===== src/rtl/config_loader_if.sv =====
// Bitstream handshake, config-chain and fabric-control signals of config_loader.
// The master side is the host plus the chain tail; the slave side is the controller.
interface config_loader_if #(
    parameter int unsigned WORD_WIDTH = 8
);
    logic                  en;
    logic                  start;
    logic [WORD_WIDTH-1:0] word_in;
    logic                  word_valid;
    logic                  word_ready;
    logic                  config_data_in;
    logic                  config_en;
    logic                  config_data_out;
    logic                  le_en;
    logic                  le_nrst;
    logic                  busy;
    logic                  done;
    logic                  tail_parity;

    modport master (
        output en, start, word_in, word_valid, config_data_out,
        input  word_ready, config_data_in, config_en, le_en, le_nrst, busy, done, tail_parity
    );

    modport slave (
        input  en, start, word_in, word_valid, config_data_out,
        output word_ready, config_data_in, config_en, le_en, le_nrst, busy, done, tail_parity
    );
endinterface


===== src/rtl/config_loader.sv =====
// Serialises a word-packed bitstream MSB-first onto a config shift chain, then
// pulses the fabric reset. Outputs are registered; en=0 freezes every register.
module config_loader #(
    parameter int unsigned WORD_WIDTH = 8,
    parameter int unsigned CHAIN_LEN  = 17,
    parameter int unsigned RST_CYCLES = 2
) (
    input logic            i_clk,
    input logic            i_nrst,
    config_loader_if.slave io_bus
);
    localparam int unsigned CntW = $clog2(CHAIN_LEN + 1);
    localparam int unsigned SbW  = $clog2(WORD_WIDTH + 1);
    localparam int unsigned RstW = (RST_CYCLES > 1) ? $clog2(RST_CYCLES) : 1;

    typedef enum logic [1:0] {StIdle, StLoad, StFabricRst, StDone} state_e;

    state_e                r_state;
    logic [WORD_WIDTH-1:0] r_sbuf;
    logic [SbW-1:0]        r_sbuf_cnt;
    logic [CntW-1:0]       r_bit_cnt;
    logic [RstW-1:0]       r_rst_cnt;
    logic                  r_cfg_en;
    logic                  r_cfg_din;
    logic                  r_word_ready;
    logic                  r_le_en;
    logic                  r_le_nrst;
    logic                  r_busy;
    logic                  r_done;
    logic                  r_tail_parity;

    logic            w_shift;
    logic            w_take;
    logic            w_more;
    logic [CntW-1:0] w_bit_cnt_nxt;

    // r_sbuf holds bits not yet presented; the presented bit lives in r_cfg_din.
    assign w_shift       = r_cfg_en;
    assign w_take        = r_word_ready & io_bus.word_valid;
    assign w_bit_cnt_nxt = r_bit_cnt + CntW'(w_shift);
    assign w_more        = w_bit_cnt_nxt < CntW'(CHAIN_LEN - 1);

    always_ff @(posedge i_clk or negedge i_nrst) begin
        if (!i_nrst) begin
            r_state       <= StIdle;
            r_sbuf        <= '0;
            r_sbuf_cnt    <= '0;
            r_bit_cnt     <= '0;
            r_rst_cnt     <= '0;
            r_cfg_en      <= 1'b0;
            r_cfg_din     <= 1'b0;
            r_word_ready  <= 1'b0;
            r_le_en       <= 1'b0;
            r_le_nrst     <= 1'b0;
            r_busy        <= 1'b0;
            r_done        <= 1'b0;
            r_tail_parity <= 1'b0;
        end else if (io_bus.en) begin
            r_done <= 1'b0;
            unique case (r_state)
                StIdle: begin
                    if (io_bus.start) begin
                        r_state       <= StLoad;
                        r_busy        <= 1'b1;
                        r_word_ready  <= 1'b1;
                        r_tail_parity <= 1'b0;
                        r_bit_cnt     <= '0;
                        r_sbuf_cnt    <= '0;
                        r_cfg_en      <= 1'b0;
                        r_le_en       <= 1'b0;
                        r_le_nrst     <= 1'b0;
                    end
                end
                StLoad: begin
                    // Tail bit is sampled before the chain shifts on this edge.
                    if (w_shift) r_tail_parity <= r_tail_parity ^ io_bus.config_data_out;
                    r_bit_cnt <= w_bit_cnt_nxt;
                    if (w_bit_cnt_nxt == CntW'(CHAIN_LEN)) begin
                        r_state      <= StFabricRst;
                        r_cfg_en     <= 1'b0;
                        r_cfg_din    <= 1'b0;
                        r_word_ready <= 1'b0;
                        r_le_en      <= 1'b1;
                        r_rst_cnt    <= '0;
                    end else if (r_sbuf_cnt != '0) begin
                        r_cfg_en     <= 1'b1;
                        r_cfg_din    <= r_sbuf[WORD_WIDTH-1];
                        r_sbuf       <= r_sbuf << 1;
                        r_sbuf_cnt   <= r_sbuf_cnt - SbW'(1);
                        r_word_ready <= (r_sbuf_cnt == SbW'(1)) && w_more;
                    end else if (w_take) begin
                        r_cfg_en     <= 1'b1;
                        r_cfg_din    <= io_bus.word_in[WORD_WIDTH-1];
                        r_sbuf       <= io_bus.word_in << 1;
                        r_sbuf_cnt   <= SbW'(WORD_WIDTH - 1);
                        r_word_ready <= (WORD_WIDTH == 1) && w_more;
                    end else begin
                        r_cfg_en     <= 1'b0;
                        r_word_ready <= 1'b1;
                    end
                end
                StFabricRst: begin
                    if (r_rst_cnt == RstW'(RST_CYCLES - 1)) begin
                        r_state   <= StDone;
                        r_le_nrst <= 1'b1;
                        r_done    <= 1'b1;
                    end else begin
                        r_rst_cnt <= r_rst_cnt + RstW'(1);
                    end
                end
                StDone: begin
                    r_state <= StIdle;
                    r_busy  <= 1'b0;
                end
            endcase
        end
    end

    // A frozen shift enable or ready must not look like a live shift or transfer.
    assign io_bus.config_en      = r_cfg_en & io_bus.en;
    assign io_bus.word_ready     = r_word_ready & io_bus.en;
    assign io_bus.config_data_in = r_cfg_din;
    assign io_bus.le_en          = r_le_en;
    assign io_bus.le_nrst        = r_le_nrst;
    assign io_bus.busy           = r_busy;
    assign io_bus.done           = r_done;
    assign io_bus.tail_parity    = r_tail_parity;
endmodule


===== src/flat_wrapper.sv =====
// flat-port wrapper written by rule: the top's interface ports become plain ports
module config_loader_flat 
#(
    parameter int unsigned WORD_WIDTH = 8,
    parameter int unsigned CHAIN_LEN  = 17,
    parameter int unsigned RST_CYCLES = 2
)
  (i_clk, i_nrst, io_bus_en, io_bus_start, io_bus_word_in, io_bus_word_valid, io_bus_config_data_out, io_bus_word_ready, io_bus_config_data_in, io_bus_config_en, io_bus_le_en, io_bus_le_nrst, io_bus_busy, io_bus_done, io_bus_tail_parity);
  config_loader_if #(.WORD_WIDTH(WORD_WIDTH)) io_bus_i ();
  input logic i_clk;
  input logic i_nrst;
  input wire logic [$bits(io_bus_i.en)-1:0] io_bus_en;
  input wire logic [$bits(io_bus_i.start)-1:0] io_bus_start;
  input wire logic [$bits(io_bus_i.word_in)-1:0] io_bus_word_in;
  input wire logic [$bits(io_bus_i.word_valid)-1:0] io_bus_word_valid;
  input wire logic [$bits(io_bus_i.config_data_out)-1:0] io_bus_config_data_out;
  output wire logic [$bits(io_bus_i.word_ready)-1:0] io_bus_word_ready;
  output wire logic [$bits(io_bus_i.config_data_in)-1:0] io_bus_config_data_in;
  output wire logic [$bits(io_bus_i.config_en)-1:0] io_bus_config_en;
  output wire logic [$bits(io_bus_i.le_en)-1:0] io_bus_le_en;
  output wire logic [$bits(io_bus_i.le_nrst)-1:0] io_bus_le_nrst;
  output wire logic [$bits(io_bus_i.busy)-1:0] io_bus_busy;
  output wire logic [$bits(io_bus_i.done)-1:0] io_bus_done;
  output wire logic [$bits(io_bus_i.tail_parity)-1:0] io_bus_tail_parity;
  assign io_bus_i.en = io_bus_en;
  assign io_bus_i.start = io_bus_start;
  assign io_bus_i.word_in = io_bus_word_in;
  assign io_bus_i.word_valid = io_bus_word_valid;
  assign io_bus_i.config_data_out = io_bus_config_data_out;
  assign io_bus_word_ready = io_bus_i.word_ready;
  assign io_bus_config_data_in = io_bus_i.config_data_in;
  assign io_bus_config_en = io_bus_i.config_en;
  assign io_bus_le_en = io_bus_i.le_en;
  assign io_bus_le_nrst = io_bus_i.le_nrst;
  assign io_bus_busy = io_bus_i.busy;
  assign io_bus_done = io_bus_i.done;
  assign io_bus_tail_parity = io_bus_i.tail_parity;
  config_loader #(.WORD_WIDTH(WORD_WIDTH), .CHAIN_LEN(CHAIN_LEN), .RST_CYCLES(RST_CYCLES)) u_core (.i_clk(i_clk), .i_nrst(i_nrst), .io_bus(io_bus_i));
endmodule

===== config.mk =====
export PLATFORM = sky130hd
export DESIGN_NAME = config_loader_flat
export DESIGN_NICKNAME = d
export VERILOG_FILES = /design/src/rtl/config_loader_if.sv /design/src/rtl/config_loader.sv /design/src/flat_wrapper.sv
export SDC_FILE = /design/constraint.sdc
export NUM_CORES = 1
export LEC_CHECK = 0
export BUFFER_PORTS_ARGS = -buffer_cell sky130_fd_sc_hd__buf_2
export CELL_PAD_IN_SITES_DETAIL_PLACEMENT = 0
export CELL_PAD_IN_SITES_GLOBAL_PLACEMENT = 1
export CORE_AREA = 2 2 62 64
export CTS_BUF_LIST = sky130_fd_sc_hd__clkbuf_16
export DETAILED_ROUTE_END_ITERATION = 10
export DIE_AREA = 0 0 64 66
export GPL_TIMING_DRIVEN = 0
export PLACE_DENSITY_LB_ADDON = 0.05
export SLEW_MARGIN = 30
export SYNTH_ARGS = -nofsm -noshare
export SYNTH_HDL_FRONTEND = slang
export SYNTH_SLANG_ARGS = --single-unit

===== constraint.sdc =====
create_clock -name i_clk -period 3.7 [get_ports i_clk]
set_input_delay 0.74 -clock i_clk [delete_from_list [all_inputs] [get_ports i_clk]]
set_output_delay 0.74 -clock i_clk [all_outputs]
set_load 0.1 [all_outputs]

==> flow_summary.json <==
{
  "crit_chain": "buf_2 -> clkbuf_1 -> and2_1 -> buf_2",
  "wl_um": 3560,
  "finalHoldViolations": 0,
  "die_y_um": 66,
  "end_kind": "primary output",
  "power_density_nw_per_um2": 913,
  "finalCritPeriodShare": 0.699,
  "antenna_found_initial": 0,
  "cts_setup_buffers": 0,
  "cpPeakStageDelay_ps": 420,
  "slew_viol_final": 0,
  "report.final.setup_viol": 0,
  "slew_headroom": 0.527,
  "grt_pass1_wl_um": 6090,
  "grt_max_degree": 28,
  "cp.arrival_ps": 1850,
  "synth_top_cell_by_area": "dfrtp_1",
  "place_hpwl_um": 2570,
  "crit_family": "buffers and inverters",
  "cts_tree": "built",
  "worst_slack_ps": 1110,
  "worstSetupStartpointType": "input port",
  "final_core_util": 0.524,
  "place_congestion": 0.773,
  "first_pass_iters": 4,
  "switching_share": 0.478,
  "wl_per_cell_um": 15.3,
  "first_iter_violations": 91,
  "core_area_sq_um": 3550,
  "area_growth_pct": 15.1,
  "fmax_mhz": 387,
  "n_fill_cell": 334,
  "p_comb_frac": 0.562,
  "hold_class": "in -> async",
  "clk_pin_slew_ps": 70,
  "synth_flop_cell": "dfrtp_1",
  "nNetsFinal": 208,
  "critical_path_required_ps": 2960,
  "clk-insertion-delay-late_ps": 260,
  "vias_per_cell": 5.55,
  "io_buffer_count": 21,
  "fin_crit_ps": 2590,
  "ys_seq_elements": 27,
  "ant_nets": 0,
  "yosys-top-cells-area": "dfrtp_1 (42%), mux2_2 (9.1%), ha_1 (6.2%)",
  "cts-root-buf": "clkbuf_16",
  "p_clk_frac": 0.143,
  "finClkSkew_ps": 4.69,
  "grtUsageTotal": 0.184,
  "rows": 22,
  "p_int_mw": 0.887,
  "drive_gt1_frac": 0.227,
  "yosys.cell_types.count": 41,
  "critical_path_class": "in -> out",
  "worst_pin_slew_ps": 690,
  "dp_slack_ps": 1150,
  "die_area_sq_um": 4220,
  "outcome": "complete, no violations",
  "cts_max_level": 1,
  "async_reset_ff_frac": 1.00,
  "cp_common_cell": "buf_2",
  "synthDominantCellAreaShare": 0.418,
  "die_width_um": 64,
  "vias": 1292,
  "synth_edf_count": 0,
  "clockBufferDepth": 2,
  "p_leak_nw": 0.832,
  "grt_pass1_vias": 1329,
  "syn_inst": 160,
  "netlist_area_sq_um": 1620,
  "synth_warnings": 0,
  "diodes": 0,
  "io-pin-count": 22,
  "p_sw_mw": 0.810,
  "vdd_drop_max_uv": 390,
  "clock_sinks": 27,
  "max-cap-violations": 0,
  "drcViolationCount": 0,
  "setup-tns-final_ps": 0,
  "ys_seq_area_frac": 0.418,
  "rsz0062_at_grt": "false",
  "start_util": 0.455,
  "cts_buffers": 3,
  "syn-num-nets": 182,
  "slowest_stage": "buf_2",
  "ctsResizeCount": 0,
  "worst-path-max-fanout": 10,
  "path_buf_inv": 3,
  "hold_buffers": 0,
  "pwr-share-seq": 0.295,
  "syn_avg_cell_area_sq_um": 10.1,
  "grt_overflow": 0
}
## worst paths after layout
kind / start / endpoint / slack (ps) / cells past startpoint
max in group asynchronous: i_nrst / u_core.io_bus.le_nrst / 2800 / 1
max reg2reg: u_core.r_cfg_en / u_core.r_sbuf_cnt[1] / 1210 / 6
min: i_nrst / u_core.r_bit_cnt[1] / 490 / 1
min in group i_clk: u_core.r_sbuf[5] / u_core.r_sbuf[5] / 490 / 1
max: io_bus_en / io_bus_word_ready / 1110 / 4
min reg2reg: u_core.r_sbuf[5] / u_core.r_sbuf[5] / 490 / 1
## placed cells by master, fill, tap and decap left out, types with 2 or more instances in the layout
cell type	n
a211oi_1	2
a21oi_1	6
a22o_1	3
a311oi_1	2
a31oi_1	2
and2_1	6
buf_2	21
clkbuf_1	4
clkbuf_16	3
dfrtp_1	27
ha_1	8
inv_1	11
mux2_2	13
mux2i_1	2
nand2_1	16
nand2b_1	2
nand3_1	6
nand3b_1	2
nand4_1	2
nor2_1	4
nor3b_1	5
o211ai_1	4
o21ai_0	12
o32ai_1	2
xor2_1	2
## registers in the layout, indices dropped and copies added, names as in the netlist, 2 cells and up
register,flops
u_core.r_sbuf,7
u_core.r_bit_cnt,5
u_core.r_sbuf_cnt,4
u_core.r_state,2
## cell usage after synthesis (all sizes together), types with 2 or more instances
library cell	instances
dfrtp	27
nand2	16
mux2	15
o21ai	12
inv	10
ha	8
a21oi	6
and2	6
nand3	6
nor3b	5
clkbuf	4
nor2	4
o211ai	4
a211oi	3
a22o	3
a311oi	2
a31oi	2
and3	2
mux2i	2
nand2b	2
nand3b	2
nand4	2
o32ai	2
xor2	2
## power by group through the flow
stage	sequential (mW)	combinational (mW)	clock (mW)
after global placement	0.498	0.928	0
final	0.501	0.953	0.243
after floorplan	0.668	0.584	0
after detailed placement	0.505	0.952	0
after global routing	0.518	1.03	0.259
after CTS	0.500	0.955	0.249
## metrics by stage
| stage | power (mW) | instances | instance area [sq um] | hold slack [ps] |
|---|---|---|---|---|
| 6_report | 1.70 | 233 | 1860 | 492 |
| 5_1_grt | 1.81 | 233 | 1860 | 513 |
| 4_1_cts | 1.71 | 233 | 1860 | 500 |
| 3_5_place_dp | 1.46 | 229 | 1780 | 485 |
| 3_3_place_gp | 1.43 | 229 | 1780 | 478 |
| 2_1_floorplan | 1.25 | 160 | 1620 | 444 |
## per-layer routing
metal,up-vias,part of all wire,GRT usage
met5,-,0,0
met4,0,0.0079,0.0489
met3,4,0.042,0.0256
met2,30,0.48,0.310
met1,619,0.47,0.249
li1,639,-,-
## final cells by class
class | count | area [sq um] | area share
Clock inverter | 1 | 3.75 | 0.00202
Buffer | 5 | 26.3 | 0.0141
Tap cell | 48 | 60.1 | 0.0323
Multi-Input combinational cell | 118 | 876 | 0.471
Sequential cell | 27 | 676 | 0.363
Timing Repair Buffer | 21 | 105 | 0.0565
Inverter | 10 | 37.5 | 0.0202
Clock buffer | 3 | 75.1 | 0.0404
## cell families after synthesis
kind of cell | after synthesis | share of synthesized area
multiplexers | 17 | 0.119
AND/OR/NAND/NOR | 49 | 0.165
flip-flops | 27 | 0.418
XOR/XNOR | 3 | 0.0163
buffers and inverters | 15 | 0.0395
adder cells (fa/ha/maj) | 8 | 0.0620
AO/OA/AOI/OAI | 41 | 0.180
## worst register-to-register path, delay by kind of cell, from the launching register on
kind / cells / cell delay [ps]
AO/OA/AOI/OAI: 2 / 690
AND/OR/NAND/NOR: 1 / 200
multiplexers: 1 / 560
adder cells (fa/ha/maj): 2 / 540
flip-flops: 1 / 410
Note: power is estimated with default switching activity, not from simulation.
